File: config.mk
export PLATFORM = sky130hd
export DESIGN_NAME = hazard_sched
export DESIGN_NICKNAME = d
export VERILOG_FILES = /design/src/rtl/cpu_pkg.sv /design/src/rtl/sb_match.sv /design/src/rtl/hazard_sched.sv
export SDC_FILE = /design/constraint.sdc
export NUM_CORES = 1
export LEC_CHECK = 0
export ABC_AREA = 1
export ABC_CLOCK_PERIOD_IN_PS = 3700
export CAP_MARGIN = 0
export CORE_ASPECT_RATIO = 1.25
export CORE_MARGIN = 10
export CORE_UTILIZATION = 25
export DETAILED_ROUTE_END_ITERATION = 12
export PLACE_DENSITY = 0.44
export SYNTH_ARGS = -nofsm -noshare
export SYNTH_HDL_FRONTEND = slang
export SYNTH_HIERARCHICAL = 1
export SYNTH_SLANG_ARGS = --single-unit
File: constraint.sdc
create_clock -name clk -period 3.7 [get_ports clk]
set_input_delay 0.74 -clock clk [delete_from_list [all_inputs] [get_ports clk]]
set_output_delay 0.74 -clock clk [all_outputs]
set_load 0.1 [all_outputs]
File: src/rtl/cpu_pkg.sv
// rtl/cpu_pkg.sv - shared pipeline types: FSM state, scoreboard entry, register address width
package cpu_pkg;

  localparam int REG_FILE_ADDR_LEN = 4;

  typedef enum logic [1:0] {
    ST_RUN      = 2'd0,
    ST_FLUSH    = 2'd1,
    ST_MEM_WAIT = 2'd2
  } state_t;

  typedef struct packed {
    logic                         valid;
    logic                         wb_en;
    logic                         is_load;
    logic [REG_FILE_ADDR_LEN-1:0] dest;
  } sb_entry_t;

  localparam sb_entry_t SB_EMPTY = '0;

  // An entry blocks a source only if it is live, will write back, and targets that register.
  function automatic logic entry_hit(input sb_entry_t e, input logic use_src,
                                     input logic [REG_FILE_ADDR_LEN-1:0] src);
    return use_src && e.valid && e.wb_en && (e.dest == src);
  endfunction

endpackage

File: src/rtl/sb_match.sv
// rtl/sb_match.sv - compares one ID source against the EX/MEM/WB scoreboard entries
module sb_match
  import cpu_pkg::*;
(
  input  logic                         use_src,
  input  logic [REG_FILE_ADDR_LEN-1:0] src,
  input  sb_entry_t                    ex,
  input  sb_entry_t                    mem,
  input  sb_entry_t                    wb,
  output logic [2:0]                   hit,
  output logic [2:0]                   load_hit
);

  // Bit 0 = EX, bit 1 = MEM, bit 2 = WB.
  assign hit      = {entry_hit(wb, use_src, src), entry_hit(mem, use_src, src), entry_hit(ex, use_src, src)};
  // Same hits, restricted to entries that are loads (data not ready until after MEM).
  assign load_hit = hit & {wb.is_load, mem.is_load, ex.is_load};

endmodule

File: src/rtl/hazard_sched.sv
// rtl/hazard_sched.sv - pipeline hazard scheduler; HAZARD_FWD_EN selects load-use-only stalls
module hazard_sched
  import cpu_pkg::*;
#(
  parameter logic [7:0] TIMEOUT_CYC = 8'd200
) (
  input  logic                         clk,
  input  logic                         rst,
  input  logic                         id_valid,
  input  logic [REG_FILE_ADDR_LEN-1:0] src1,
  input  logic [REG_FILE_ADDR_LEN-1:0] src2,
  input  logic                         use_src1,
  input  logic                         use_src2,
  input  logic                         id_wb_en,
  input  logic [REG_FILE_ADDR_LEN-1:0] id_dest,
  input  logic                         id_mem_r_en,
  input  logic                         br_taken,
  input  logic                         mem_req,
  input  logic                         mem_ack,
  output logic                         hazard_detected,
  output logic                         pc_freeze,
  output logic                         ifid_flush,
  output logic                         mem_stall,
  output logic                         mem_timeout,
  output logic [1:0]                   state
);

`ifdef HAZARD_FWD_EN
  // Forwarding covers everything except a load whose data is still in EX.
  localparam logic [2:0] ANY_MASK  = 3'b000;
  localparam logic [2:0] LOAD_MASK = 3'b001;
`else
  // No forwarding: any in-flight writer of a read register blocks ID.
  localparam logic [2:0] ANY_MASK  = 3'b111;
  localparam logic [2:0] LOAD_MASK = 3'b000;
`endif

  state_t     st;
  sb_entry_t  sb_ex, sb_mem, sb_wb;
  sb_entry_t  id_entry;
  logic [2:0] hit1, hit2, lhit1, lhit2;
  logic       raw_hazard;
  logic       mem_miss;
  logic [7:0] wait_cnt;
  logic [7:0] cnt_inc;

  sb_match u_match_src1 (
    .use_src  (use_src1),
    .src      (src1),
    .ex       (sb_ex),
    .mem      (sb_mem),
    .wb       (sb_wb),
    .hit      (hit1),
    .load_hit (lhit1)
  );

  sb_match u_match_src2 (
    .use_src  (use_src2),
    .src      (src2),
    .ex       (sb_ex),
    .mem      (sb_mem),
    .wb       (sb_wb),
    .hit      (hit2),
    .load_hit (lhit2)
  );

  assign raw_hazard      = (|((hit1 | hit2) & ANY_MASK)) | (|((lhit1 | lhit2) & LOAD_MASK));
  assign hazard_detected = (st == ST_RUN) && id_valid && raw_hazard;
  assign pc_freeze       = hazard_detected | mem_stall;
  assign mem_miss        = mem_req & ~mem_ack;
  assign cnt_inc         = (wait_cnt == 8'hFF) ? wait_cnt : wait_cnt + 8'd1;
  assign state           = st;

  // Build the EX entry from ID; bubbles (stall, empty ID, squashed slot) enter as invalid.
  always_comb begin
    id_entry         = SB_EMPTY;
    id_entry.valid   = id_valid && !hazard_detected && (st != ST_FLUSH);
    id_entry.wb_en   = id_wb_en;
    id_entry.is_load = id_mem_r_en;
    id_entry.dest    = id_dest;
  end

  // Scoreboard advances with the pipeline and freezes while memory is stalled.
  always_ff @(posedge clk or negedge rst) begin
    if (!rst) begin
      sb_ex  <= SB_EMPTY;
      sb_mem <= SB_EMPTY;
      sb_wb  <= SB_EMPTY;
    end else if (!mem_stall) begin
      sb_wb  <= sb_mem;
      sb_mem <= sb_ex;
      sb_ex  <= id_entry;
    end
  end

  // Control FSM with registered flush/stall outputs, wait counter and sticky timeout.
  always_ff @(posedge clk or negedge rst) begin
    if (!rst) begin
      st          <= ST_RUN;
      ifid_flush  <= 1'b0;
      mem_stall   <= 1'b0;
      wait_cnt    <= 8'd0;
      mem_timeout <= 1'b0;
    end else begin
      ifid_flush <= 1'b0;
      mem_stall  <= 1'b0;
      case (st)
        ST_RUN: begin
          // Memory miss outranks a branch taken in the same cycle.
          if (mem_miss) begin
            st        <= ST_MEM_WAIT;
            mem_stall <= 1'b1;
            wait_cnt  <= 8'd0;
          end else if (br_taken && !hazard_detected && !mem_stall) begin
            st         <= ST_FLUSH;
            ifid_flush <= 1'b1;
          end
        end
        ST_FLUSH: begin
          if (mem_miss) begin
            st        <= ST_MEM_WAIT;
            mem_stall <= 1'b1;
            wait_cnt  <= 8'd0;
          end else begin
            st <= ST_RUN;
          end
        end
        ST_MEM_WAIT: begin
          wait_cnt <= cnt_inc;
          if (cnt_inc == TIMEOUT_CYC) mem_timeout <= 1'b1;
          if (mem_ack) begin
            st <= ST_RUN;
          end else begin
            mem_stall <= 1'b1;
          end
        end
        default: st <= ST_RUN;
      endcase
    end
  end

endmodule

* After elaboration in Yosys (flattened, before gate mapping)
Index checks and enable logic that the tools add are counted.
** Operators by class
- $add $sub $neg :: 1
- Multiply operators :: 0
- Div/mod/pow operators :: 0
- $lt $le $gt $ge :: 0
- Eq/ne operators :: 14
- Shifts and indexed selects :: 0
- Mux-type cells :: 14
- Bitwise operators :: 4
- Reduce and logical (&&, ||, !) cells :: 33
** Operator list (number)
- 4-bit == test :: 6
- 1-bit logical AND :: 24
- 8-bit == test (second input constant) :: 2
- 8-bit two-way mux :: 2
- 8-bit one-hot mux with 2 select lines :: 1
- 8-bit by 1-bit adder with 8-bit output (second input constant) :: 1
- 2-bit two-way mux :: 4
- 2-bit one-hot mux with 3 select lines :: 1
- 2-bit AND reduction :: 3
- 1-bit two-way mux :: 5
- 2-bit by 1-bit != test with 1-bit output (second input constant) :: 2
- 3-bit by 2-bit != test with 1-bit output (second input constant) :: 1
- 3-bit bitwise OR :: 1
- 3-bit OR reduction :: 1
- 2-bit by 1-bit == test with 1-bit output (second input constant) :: 1
- 2-bit == test (second input constant) :: 1
- 1-bit zero test :: 2
- 2-bit zero test :: 1
- 2-bit != test (second input constant) :: 1
- 1-bit one-hot mux with 2 select lines :: 1
- 2-bit nonzero test :: 1
- 2-bit OR reduction :: 1
- 1-bit bitwise AND :: 1
- 1-bit NOT :: 1
- 1-bit bitwise OR :: 1
** Word-level totals
- Register bits :: 31
- Bits in latches :: 0
- Memory bits (writable) :: 0
- Bits in read-only memories :: 0
- Input bits :: 22
- Output and inout port bits :: 7
- Memories kept :: 0

* Logic depth before layout (Yosys ltp)
- Depth after elaboration :: 12
- Gate-level depth with buffers :: 11

* Hierarchy
The synthesis kept the hierarchy.
** Modules (own cells, without submodules)
- hazard_sched :: instances 1, cells each 181, area an instance 1516.5 µm²
- sb_match :: instances 2, cells each 64, area an instance 300.3 µm²

* Worst setup path before layout
No wires, ideal clock.
- Kind :: input to output
- Start point :: input src2[1]
- End point :: output pc_freeze
- Arrival :: 1.957 ns
- Required time :: 2.960 ns
- Setup slack :: 1.003 ns
- Stages :: 10
- Buffers on the path :: 0
- Cells stage by stage :: inv_2 > nand2_1 > nand2_1 > nor2_2 > nand3_2 > inv_1 > nor2_1 > nand3_1 > nand3_1 > nand2_1
** Between the ends
- Cells in the longest elaborated chain, start to end :: 6
- Elaborated cells on any way between the ends :: 10
- Classes of those cells :: eq/ne: 3; bitwise: 2; reduce/logical: 5
** Ends and longest elaborated chain
- start: declaration :: RTL line hazard_sched.sv:11 : input logic [REG_FILE_ADDR_LEN-1:0] src2,
- 4-bit == test :: RTL line cpu_pkg.sv:24 : return use_src && e.valid && e.wb_en && (e.dest == src);
- 1-bit logical AND :: RTL line cpu_pkg.sv:24
- named net hit2[1] :: RTL line hazard_sched.sv:41 : logic [2:0] hit1, hit2, lhit1, lhit2;
- 3-bit bitwise OR :: RTL line hazard_sched.sv:67 : assign raw_hazard = (|((hit1 | hit2) & ANY_MASK)) | (|((lhit1 | lhit2) & LOAD_MASK));
- 3-bit OR reduction :: RTL line hazard_sched.sv:67
- 1-bit logical AND :: RTL line hazard_sched.sv:68 : assign hazard_detected = (st == ST_RUN) && id_valid && raw_hazard;
- 1-bit bitwise OR :: RTL line hazard_sched.sv:69 : assign pc_freeze = hazard_detected | mem_stall;
- end: declaration :: RTL line hazard_sched.sv:21 : output logic pc_freeze,
The timed path passes the listed nets, and every way through them passes these cells.

* Worst setup path in the final report
- Start point :: input src2[3]
- End point :: output pc_freeze
The elaborated chain is that of the path after synthesis.

==> reports/metrics.cfg <==
[critical_path]
timing.critical_path.from_type=primary input
worstPathRequired_ns=2.96
worst_r2r_endpoint=ifid_flush
cp_data_arrival_time_ns=2.33
crit_path_max_fanout=4
worstSetupEndpointType=output port
r2r_setup_slack_ns=2.17
worstSetupPathType=in2out
rr_startpoint=sb_ex[3]
worst-r2r-cell-count=11

[run_status]
run_status=completed

[layout]
multi_input_gate_area_in_the_final_layout_um2=967
layout_common_cells=sky130_fd_sc_hd__nand2_1, sky130_fd_sc_hd__inv_1, sky130_fd_sc_hd__dfrtp_1
syn_to_final_growth_pct=26.7
diodes=0
register_area_um2=776
fraction_of_final_layout_cells_sized_beyond_drive_strength_1_pct=15.0
final.fill_count=821
finish.instance_area_um2=2470
num-nets-final=341
final_common_cell=sky130_fd_sc_hd__nand2_1
count_of_non_filler_cells_in_the_finished_layout=411

[detailed_routing]
routed_via_density=4.22
wirelength_um=4690
routedWlPerCell_um=11.4
via_count=1734
drt-pass1-iter-count=4
postRouteAntennaNets=0
initialDrtViolationCount=46
detail_route.drc_violations=0

[clock_network]
cts_hold_buffers=0
clock-root-buffer=sky130_fd_sc_hd__clkbuf_8
post_cts_resize_count=0
post_cts.repair.setup_buffers=0
cts_sinks=31
clk_latency_ns=0.28
cts.path.max_buffers=2
tritoncts=done
cts_inserted_buffers=5
clk_pin_slew_worst_paths_ns=0.07
htreeDepth=2

[power]
power.share.combinational_pct=30.0
power.sequential.fraction_pct=40.6
switching_share_pct=36.0
p_int_mw=0.751
power_density_nw_per_um2=475
pwr-share-clk_pct=29.4
ir_worst_vdd_mv=0.223
power_switching_mw=0.422
cellLeakagePower_nw=1.28

[yosys]
synth.yosys.warnings=6
post_synth_instance_area_um2=1950
synth_area_per_cell_um2=6.82
synth_fp_nets=309
netlist_instances=286

[placed_design]
pre_cts_ws_ns=0.572
postPlaceCellArea_um2=2350
placedCellCount=403
port_buffers=27
detailed_place_hpwl_um=3660
routabilityCongestion=0.788

[min_path]
timing.hold.worst_endpoint=mem_timeout
worst_hold_path.num_cells=2
hold_path_class=reg2reg
worst_hold_startpoint=mem_timeout

[sta]
max-slew-margin-rel_pct=35.0
max_slew.worst_pin.slew_ns=0.972
timing.final.setup_violations=0
clock.fmax_ghz=0.326
share_of_the_clock_period_used_by_the_worst_path_after_layout_pct=83.0
final_max_slew_viol_count=0
skew_ns=0.00891
finalWorstSetupSlack_ns=0.630
report.final.hold_viol_count=0
fin_crit_ns=3.07
grt_setup_unrepaired=false
setup_tns_ns=0

[floorplan]
core_area_um2=7490
chipWidth_um=99.0
count_of_pins_on_the_block_boundary=29
starting_density_of_the_core_pct=26.0
dieArea_um2=11800
die_height_um=119
rows=35

[grt]
grt.met2_usage_pct=13.5
grt.busiest_layer=met2
via_count_of_the_first_global_routing_pass=1762
global_routing_met1_resource_utilization_pct=9.82
use_met3_pct=2.80
grt_usage_pct=8.25
antenna_found_initial=0
grt_pass1_wl_um=8120
grt_max_degree=32
grt_remaining_overflow=0

[run]
cap_viol_max_count=0

==> cell type report <==
class                           count  area share (%)
Clock buffer                        6            3.34
Tap cell                           92            4.66
Sequential cell                    31            31.4
Timing Repair Buffer               29            12.3
Multi-Input combinational cell    200            39.2
Clock inverter                      2            1.42
Inverter                           51            7.75
==> metrics by stage <==
stage	hold slack, ns	util, %	total power [mW]
after floorplan	0.444	-	0.726
after global placement	0.462	31.4	0.835
after detailed placement	0.465	31.4	0.840
after CTS	0.487	33.0	1.19
after global routing	0.514	33.0	1.26
final	0.478	33.0	1.17
==> worst max-delay path by stage <==
stage,start,endpoint,slack [ns],depth (start not counted)
after floorplan,src2[1],pc_freeze,1.03,10
after global placement,src2[3],pc_freeze,0.58,12
after detailed placement,src1[1],pc_freeze,0.57,12
after CTS,src1[1],pc_freeze,0.57,12
after global routing,src2[3],pc_freeze,0.45,12
final,src2[3],pc_freeze,0.63,12
==> flip-flops by register name, indices dropped and copies added, names as in the netlist <==
name and count:
mem_timeout 1, wait_cnt 8, mem_stall 1, sb_ex 6, sb_wb 6, ifid_flush 1
sb_mem 6, state 2
==> routing by layer <==
metal  wire (um)  up-vias  part of all wire, %
met1        2130      774                   45
met4          55        0                  1.2
met5           0        -                    0
met3         262        5                  5.6
met2        2250       23                   48
li1            -      932                    -
==> worst max-delay path, cell delays in order <==
cell and delay [ns]:
sky130_fd_sc_hd__clkdlybuf4s50_1 0.56, sky130_fd_sc_hd__inv_2 0.05, sky130_fd_sc_hd__nand2_1 0.05, sky130_fd_sc_hd__nand2_1 0.06
sky130_fd_sc_hd__nor2_2 0.11, sky130_fd_sc_hd__nand3_2 0.07, sky130_fd_sc_hd__inv_1 0.05, sky130_fd_sc_hd__nor2_1 0.04
sky130_fd_sc_hd__nand3_1 0.11, sky130_fd_sc_hd__nand3_1 0.13, sky130_fd_sc_hd__nand2_1 0.15, sky130_fd_sc_hd__buf_12 0.19
==> power groups by stage <==
stage | Sequential [mW] | Combinational (mW) | Clock (mW)
finish | 0.476 | 0.352 | 0.345
global route | 0.488 | 0.400 | 0.373
CTS | 0.476 | 0.360 | 0.358
detailed placement | 0.483 | 0.357 | 0
global placement | 0.482 | 0.353 | 0
floorplan | 0.503 | 0.223 | 0
No activity file was read; power rests on OpenSTA's default activity.
